File: src/rtl/led_pattern_pkg.sv
// Shared definitions for the LED pattern engine: mode encodings, the
// blink-code FSM state type and elaboration-time sizing helpers.
package led_pattern_pkg;

  // Per-LED pattern selector; encodings 6 and 7 are unassigned and drive off.
  typedef enum logic [2:0] {
    LED_OFF     = 3'd0,
    LED_ON      = 3'd1,
    LED_HB      = 3'd2,
    LED_BLINK   = 3'd3,
    LED_STRETCH = 3'd4,
    LED_CODE    = 3'd5
  } led_mode_e;

  // Blink-code sequencer states.
  typedef enum logic [1:0] {
    CS_IDLE = 2'd0,
    CS_ON   = 2'd1,
    CS_OFF  = 2'd2,
    CS_GAP  = 2'd3
  } code_state_e;

  // Clock cycles per pattern tick, never below one.
  function automatic int unsigned calc_div(input int unsigned clk_hz,
                                           input int unsigned tick_hz);
    if (tick_hz == 0) return 1;
    if (clk_hz / tick_hz < 1) return 1;
    return clk_hz / tick_hz;
  endfunction

  // Bits needed to count 0..n-1, at least one.
  function automatic int unsigned cnt_width(input int unsigned n);
    return (n > 1) ? $clog2(n) : 1;
  endfunction

endpackage

File: src/rtl/led_channel.sv
// One LED channel: mode register, blink phase, activity stretch counter,
// blink-code FSM and the registered output mux.
// Ports: clk/rst (sync, active-high), tick_i time-base strobe, hb_i shared
// heartbeat level, mode_i/period_i/on_time_i/event_i/code_i channel controls,
// led_o registered drive (1 = lit).
module led_channel
  import led_pattern_pkg::*;
#(
  parameter int unsigned CNT_W         = 16,
  parameter int unsigned STRETCH_TICKS = 50,
  parameter int unsigned CODE_ON       = 250,
  parameter int unsigned CODE_OFF      = 250,
  parameter int unsigned CODE_GAP      = 1000
) (
  input  logic             clk,
  input  logic             rst,
  input  logic             tick_i,
  input  logic             hb_i,
  input  logic [2:0]       mode_i,
  input  logic [CNT_W-1:0] period_i,
  input  logic [CNT_W-1:0] on_time_i,
  input  logic             event_i,
  input  logic [3:0]       code_i,
  output logic             led_o
);

  localparam logic [CNT_W-1:0] STRETCH_LD = CNT_W'(STRETCH_TICKS);
  localparam logic [CNT_W-1:0] CODE_ON_LD = CNT_W'(CODE_ON);
  localparam logic [CNT_W-1:0] CODE_OFF_LD = CNT_W'(CODE_OFF);
  localparam logic [CNT_W-1:0] CODE_GAP_LD = CNT_W'(CODE_GAP);

  logic [2:0]       mode_q;
  logic [CNT_W-1:0] phase_q, phase_d;
  logic [CNT_W-1:0] str_q, str_d;
  code_state_e      cs_q, cs_d;
  logic [CNT_W-1:0] timer_q, timer_d;
  logic [3:0]       rem_q, rem_d;
  logic             led_q, led_d;
  logic             mode_chg;

  // Next-state for all per-channel pattern state and the output mux.
  // State not belonging to the current mode is held at zero/IDLE.
  always_comb begin
    mode_chg = (mode_i != mode_q);
    phase_d  = '0;
    str_d    = '0;
    cs_d     = CS_IDLE;
    timer_d  = '0;
    rem_d    = '0;
    led_d    = 1'b0;

    // Blink phase; period of zero parks the phase at zero.
    if (!mode_chg && mode_i == LED_BLINK && period_i != '0) begin
      phase_d = phase_q;
      if (tick_i) begin
        phase_d = (phase_q >= period_i - CNT_W'(1)) ? '0 : phase_q + CNT_W'(1);
      end
    end

    // Stretch counter; an event load beats a coincident tick decrement.
    if (!mode_chg && mode_i == LED_STRETCH) begin
      str_d = str_q;
      if (event_i) begin
        str_d = STRETCH_LD;
      end else if (tick_i && str_q != '0) begin
        str_d = str_q - CNT_W'(1);
      end
    end

    // Blink-code sequencer; expiry is checked before the tick decrement so
    // a simultaneous tick never causes a double expiry.
    if (!mode_chg && mode_i == LED_CODE) begin
      cs_d    = cs_q;
      timer_d = timer_q;
      rem_d   = rem_q;
      case (cs_q)
        CS_IDLE: begin
          if (code_i != 4'd0) begin
            rem_d   = code_i;
            timer_d = CODE_ON_LD;
            cs_d    = CS_ON;
          end
        end
        CS_ON: begin
          if (timer_q == '0) begin
            cs_d    = CS_OFF;
            timer_d = CODE_OFF_LD;
            rem_d   = rem_q - 4'd1;
          end else if (tick_i) begin
            timer_d = timer_q - CNT_W'(1);
          end
        end
        CS_OFF: begin
          if (timer_q == '0) begin
            if (rem_q != 4'd0) begin
              cs_d    = CS_ON;
              timer_d = CODE_ON_LD;
            end else begin
              cs_d    = CS_GAP;
              timer_d = CODE_GAP_LD;
            end
          end else if (tick_i) begin
            timer_d = timer_q - CNT_W'(1);
          end
        end
        CS_GAP: begin
          if (timer_q == '0) begin
            cs_d = CS_IDLE;
          end else if (tick_i) begin
            timer_d = timer_q - CNT_W'(1);
          end
        end
        default: cs_d = CS_IDLE;
      endcase
    end

    // Output mux from the live mode so simple modes respond in one cycle.
    case (mode_i)
      LED_ON:      led_d = 1'b1;
      LED_HB:      led_d = hb_i;
      LED_BLINK:   led_d = (period_i != '0) && (phase_q < on_time_i);
      LED_STRETCH: led_d = (str_q != '0) || (event_i && !mode_chg);
      LED_CODE:    led_d = (cs_q == CS_ON);
      default:     led_d = 1'b0;
    endcase
  end

  // Channel state registers.
  always_ff @(posedge clk) begin
    if (rst) begin
      mode_q  <= '0;
      phase_q <= '0;
      str_q   <= '0;
      cs_q    <= CS_IDLE;
      timer_q <= '0;
      rem_q   <= '0;
      led_q   <= 1'b0;
    end else begin
      mode_q  <= mode_i;
      phase_q <= phase_d;
      str_q   <= str_d;
      cs_q    <= cs_d;
      timer_q <= timer_d;
      rem_q   <= rem_d;
      led_q   <= led_d;
    end
  end

  assign led_o = led_q;

endmodule

File: src/rtl/led_pattern_engine.sv
// Multi-channel LED pattern engine: shared tick prescaler and heartbeat plus
// NUM_LEDS independent pattern channels.
// Ports: clk/rst (sync, active-high); mode_i 3b/LED, period_i and on_time_i
// CNT_W/LED, event_i 1b/LED, code_i 4b/LED; led_o registered drive per LED;
// tick_o one-cycle time-base strobe.
module led_pattern_engine
  import led_pattern_pkg::*;
#(
  parameter int unsigned NUM_LEDS      = 4,
  parameter int unsigned CLK_FREQ_HZ   = 84000000,
  parameter int unsigned TICK_HZ       = 1000,
  parameter int unsigned CNT_W         = 16,
  parameter int unsigned HB_PERIOD     = 1000,
  parameter int unsigned STRETCH_TICKS = 50,
  parameter int unsigned CODE_ON       = 250,
  parameter int unsigned CODE_OFF      = 250,
  parameter int unsigned CODE_GAP      = 1000
) (
  input  logic                      clk,
  input  logic                      rst,
  input  logic [3*NUM_LEDS-1:0]     mode_i,
  input  logic [CNT_W*NUM_LEDS-1:0] period_i,
  input  logic [CNT_W*NUM_LEDS-1:0] on_time_i,
  input  logic [NUM_LEDS-1:0]       event_i,
  input  logic [4*NUM_LEDS-1:0]     code_i,
  output logic [NUM_LEDS-1:0]       led_o,
  output logic                      tick_o
);

  localparam int unsigned DIV   = calc_div(CLK_FREQ_HZ, TICK_HZ);
  localparam int unsigned DIV_W = cnt_width(DIV);
  localparam int unsigned HB_W  = cnt_width(HB_PERIOD);
  localparam longint unsigned CNT_MAX = (64'd1 << CNT_W) - 64'd1;

  // Reject parameter sets the counters cannot represent.
  if (NUM_LEDS < 1 || NUM_LEDS > 16) begin : g_bad_num_leds
    $error("led_pattern_engine: NUM_LEDS must be 1..16");
  end
  if (CNT_W < 1 || CNT_W > 32) begin : g_bad_cnt_w
    $error("led_pattern_engine: CNT_W must be 1..32");
  end
  if (HB_PERIOD < 1) begin : g_bad_hb
    $error("led_pattern_engine: HB_PERIOD must be at least 1");
  end
  if (64'(STRETCH_TICKS) > CNT_MAX || 64'(CODE_ON) > CNT_MAX ||
      64'(CODE_OFF) > CNT_MAX || 64'(CODE_GAP) > CNT_MAX) begin : g_bad_ticks
    $error("led_pattern_engine: tick parameter exceeds CNT_W");
  end

  logic [DIV_W-1:0] div_cnt_q, div_cnt_d;
  logic             tick_q, tick_d;
  logic [HB_W-1:0]  hb_cnt_q, hb_cnt_d;
  logic             hb;

  // Prescaler; tick is registered against the next count so it is high
  // exactly while the counter holds DIV-1.
  always_comb begin
    div_cnt_d = (div_cnt_q == DIV_W'(DIV - 1)) ? '0 : div_cnt_q + DIV_W'(1);
    tick_d    = (div_cnt_d == DIV_W'(DIV - 1));
  end

  // Shared heartbeat counter, 50% duty.
  always_comb begin
    hb_cnt_d = hb_cnt_q;
    if (tick_q) begin
      hb_cnt_d = (hb_cnt_q == HB_W'(HB_PERIOD - 1)) ? '0 : hb_cnt_q + HB_W'(1);
    end
    hb = (hb_cnt_q < HB_W'(HB_PERIOD / 2));
  end

  // Time-base registers.
  always_ff @(posedge clk) begin
    if (rst) begin
      div_cnt_q <= '0;
      tick_q    <= 1'b0;
      hb_cnt_q  <= '0;
    end else begin
      div_cnt_q <= div_cnt_d;
      tick_q    <= tick_d;
      hb_cnt_q  <= hb_cnt_d;
    end
  end

  assign tick_o = tick_q;

  for (genvar i = 0; i < NUM_LEDS; i++) begin : g_ch
    led_channel #(
      .CNT_W        (CNT_W),
      .STRETCH_TICKS(STRETCH_TICKS),
      .CODE_ON      (CODE_ON),
      .CODE_OFF     (CODE_OFF),
      .CODE_GAP     (CODE_GAP)
    ) u_ch (
      .clk      (clk),
      .rst      (rst),
      .tick_i   (tick_q),
      .hb_i     (hb),
      .mode_i   (mode_i[3*i +: 3]),
      .period_i (period_i[CNT_W*i +: CNT_W]),
      .on_time_i(on_time_i[CNT_W*i +: CNT_W]),
      .event_i  (event_i[i]),
      .code_i   (code_i[4*i +: 4]),
      .led_o    (led_o[i])
    );
  end

endmodule

File: config.mk
export PLATFORM = sky130hd
export DESIGN_NAME = led_pattern_engine
export DESIGN_NICKNAME = d
export VERILOG_FILES = /design/src/rtl/led_pattern_pkg.sv /design/src/rtl/led_channel.sv /design/src/rtl/led_pattern_engine.sv
export SDC_FILE = /design/constraint.sdc
export NUM_CORES = 1
export LEC_CHECK = 0
export ABC_AREA = 1
export CAP_MARGIN = 10
export CELL_PAD_IN_SITES_DETAIL_PLACEMENT = 0
export CELL_PAD_IN_SITES_GLOBAL_PLACEMENT = 1
export CORE_MARGIN = 8
export CORE_UTILIZATION = 45
export DETAILED_ROUTE_END_ITERATION = 8
export HOLD_SLACK_MARGIN = 0.1
export PLACE_DENSITY_LB_ADDON = 0.12
export SLEW_MARGIN = 5
export SYNTH_ARGS = -nofsm -noshare
export SYNTH_HDL_FRONTEND = slang
export SYNTH_SLANG_ARGS = --single-unit
File: constraint.sdc
create_clock -name clk -period 6.48 [get_ports clk]
set_input_delay 1.62 -clock clk [delete_from_list [all_inputs] [get_ports clk]]
set_output_delay 1.62 -clock clk [all_outputs]
set_load 0.005 [all_outputs]
==> results.ini <==
[run_status]
status = completed

[sta]
fin_tns_setup_ns = 0
timing.fmax_mhz = 229
rsz0062_at_grt = no
slew_viol_final = 0
tightest_slew_ns = 1.05
max_slew_margin = 0.299
hold_viol = 0
setup_viol = 0
finalCritPeriodShare = 0.673
fin_skew_ns = 0.0138
worst_slack_ns = 2.12
layout_min_cycle_time_ns = 4.36

[finish]
antenna_cells = 0
syn_to_final_growth_pct = 17.3
drive_gt1_frac = 0.0398
fin_cells = 3544
layout.nets = 3302
nFillCells = 4117

[placed_design]
hpwl_mm = 36.0
routabilityCongestion = 0.852
port_buffers = 166
post-place-cells = 3489
post-place-ws_ns = 1.55

[worst_setup_path]
reg2reg_from = tick_o$_SDFF_PP0_
ff2ff_path_depth = 10
crit_required_ns = 6.91
worstSetupStartpoint = period_i[2]
path_max_fanout = 13
reg2reg_to = g_ch[0].u_ch.phase_q[11]$_SDFFE_PP0P_
critPathArrivalTime_ns = 4.80
crit_path_end = g_ch[0].u_ch.phase_q[12]$_SDFFE_PP0P_
r2r_slack_ns = 3.89
end_kind = flip-flop
path_class = in -> reg
startpoint_type = input port

[route]
routed-via-count = 17600
drc = 0
drtAntennaViolNets = 0
wl_per_cell_um = 12.9
drt-pass1-iter-count = 7
routed_wl_mm = 45.6
via_per_inst = 4.97
drtIter0Drc = 949

[power_and_ir_drop]
peakVddDrop_uv = 161
p_per_area_nw_per_um2 = 173
leakage_uw = 0.0101

[global_route]
busiest_layer = met2
grt_pass1_wl_mm = 78.0
grt_start_max_net_pins = 41
globalRouteOverflowTotal = 0
grt_use_met2 = 0.330
grt_pass1_vias = 17100
grtUsageMet1 = 0.243
grt_usage = 0.189
met3_usage = 0.0282
antenna_found_initial = 1

[yosys]
ys_ff_latch = 260
syn_inst = 2825
yosysWarnings = 0
synth_cell_types = 50
synth_flop_cell = dfxtp_1
async_flop_share = 0
synth_area_um2 = 18400
synth_edf_count = 0
yosysSeqAreaShare = 0.283
avgSynthCellArea_um2 = 6.50
synth_nets = 3137

[floorplan]
ios = 167
rows = 74
die_w_um = 218
coreArea_um2 = 40600
dieArea_um2 = 47600
die_y_um = 218
start_util = 0.453

[clock_network]
tritoncts = yes
cts_max_level = 1
cts_buffer_depth = 3
cts_sinks = 260
worst_skew_pair.late_latency_ns = 0.57
clk_pin_slew_ns = 0.06
postCtsHoldBufs = 0
post-cts-setup-buffer-count = 0
cts_root_buffer = clkbuf_16
ctsResizeCount = 0
cts_made_buffers = 31

[min_path]
hp-class = reg -> reg

[job]
maxCapViolCount = 0

## metrics by stage
stage | cell area [µm²] | power [µW] | hold slack (ns) | utilization
after global placement | 20500 | 1960 | 0.453 | 0.505
after CTS | 21500 | 3780 | 0.466 | 0.531
after detailed placement | 20500 | 1970 | 0.455 | 0.505
final | 21500 | 3730 | 0.466 | 0.531
after floorplan | 18400 | 1810 | 0.438 | -
after global routing | 21500 | 3890 | 0.474 | 0.531
## synthesized netlist by cell type, drive strengths merged, types with 5 or more instances
cell / n / area (µm²)
o21bai: 9 / 67.6
nand3b: 16 / 133
xnor2: 57 / 499
nor2: 466 / 1810
a21oi: 181 / 906
ha: 150 / 1880
o21a: 15 / 113
dfxtp: 260 / 5200
a211oi: 6 / 45.0
buf: 32 / 209
inv: 434 / 1630
nand2: 590 / 2230
and3: 7 / 43.8
o22ai: 5 / 31.3
or2: 14 / 87.6
xor2: 85 / 744
nor4: 12 / 81.3
nand4: 49 / 313
nor3b: 6 / 50.1
nand3: 172 / 881
nor3: 85 / 467
o21ai: 144 / 728
## logic make-up (layout without fill, tap and decap cells)
kind of cell | count (synthesis) | in the layout | synth area share
simple gates | 1418 | 1418 | 0.332
buf+inv | 470 | 657 | 0.101
compound gates | 382 | 382 | 0.112
flops | 260 | 260 | 0.283
fa+ha+maj | 150 | 150 | 0.102
xor+xnor | 142 | 142 | 0.0677
mux | 3 | 3 | 0.00163
## sequential cells by signal, summed over array words and instances, names as in the netlist
name / cells
div_cnt_q: 17
g_ch.u_ch.cs_q: 8
g_ch.u_ch.led_o: 4
g_ch.u_ch.mode_q: 12
g_ch.u_ch.phase_q: 64
g_ch.u_ch.rem_q: 16
g_ch.u_ch.str_q: 64
g_ch.u_ch.timer_q: 64
hb_cnt_q: 10
tick_o: 1
## power by group
group	internal [µW]	leakage, µW	switching (µW)
clock	1080	0.000506	715
combinational	161	0.00747	154
sequential	1610	0.00210	6.37
total	2850	0.0101	876
## worst max-delay path: stages
cell and delay [ns]:
clkdlybuf4s50_1 0.47, nor2_1 0.11, nand2_1 0.08, nor3_1 0.24, nand2_1 0.09, nor2_1 0.13, nand2_1 0.12, inv_1 0.09
nand3_1 0.08, xnor2_1 0.16, inv_1 0.06, ha_1 0.29, nand2_1 0.08, nor4_1 0.37, nand2_1 0.11, nand3_1 0.11
nand2_1 0.10, nand2_1 0.38, nor2_1 0.09
## worst min-delay path by stage
stage	slack, ns	start	cells after the start	endpoint
floorplan	0.44	hb_cnt_q[8]$_SDFFE_PP0P_	2	hb_cnt_q[8]$_SDFFE_PP0P_
global placement	0.45	hb_cnt_q[8]$_SDFFE_PP0P_	2	hb_cnt_q[8]$_SDFFE_PP0P_
detailed placement	0.46	hb_cnt_q[8]$_SDFFE_PP0P_	2	hb_cnt_q[8]$_SDFFE_PP0P_
CTS	0.47	hb_cnt_q[8]$_SDFFE_PP0P_	2	hb_cnt_q[8]$_SDFFE_PP0P_
global route	0.47	hb_cnt_q[8]$_SDFFE_PP0P_	2	hb_cnt_q[8]$_SDFFE_PP0P_
finish	0.47	hb_cnt_q[8]$_SDFFE_PP0P_	2	hb_cnt_q[8]$_SDFFE_PP0P_
## per-layer routing
metal  part of all wire  wire length (µm)
met3              0.036              1660
met5            0.00024                11
met1               0.48             21700
met2               0.47             21300
met4              0.019               881
## layout make-up
type	instances	area, µm²	area share
clock inverters	16	209	0.00970
clock buffers	39	846	0.0393
repair buffers	168	1670	0.0776
inverters	434	1630	0.0756
well taps	532	666	0.0309
multi-input cells	2095	11300	0.525
flip-flops and latches	260	5210	0.242
## cell usage in the layout (no fill, tap or decap), types with 57 or more instances in the layout
cell / n
a21oi_1: 181
clkdlybuf4s50_1: 165
dfxtp_1: 259
ha_1: 150
inv_1: 429
nand2_1: 582
nand3_1: 168
nor2_1: 447
nor3_1: 78
o21ai_0: 142
xnor2_1: 57
xor2_1: 85
No activity file was read; power rests on OpenSTA's default activity.
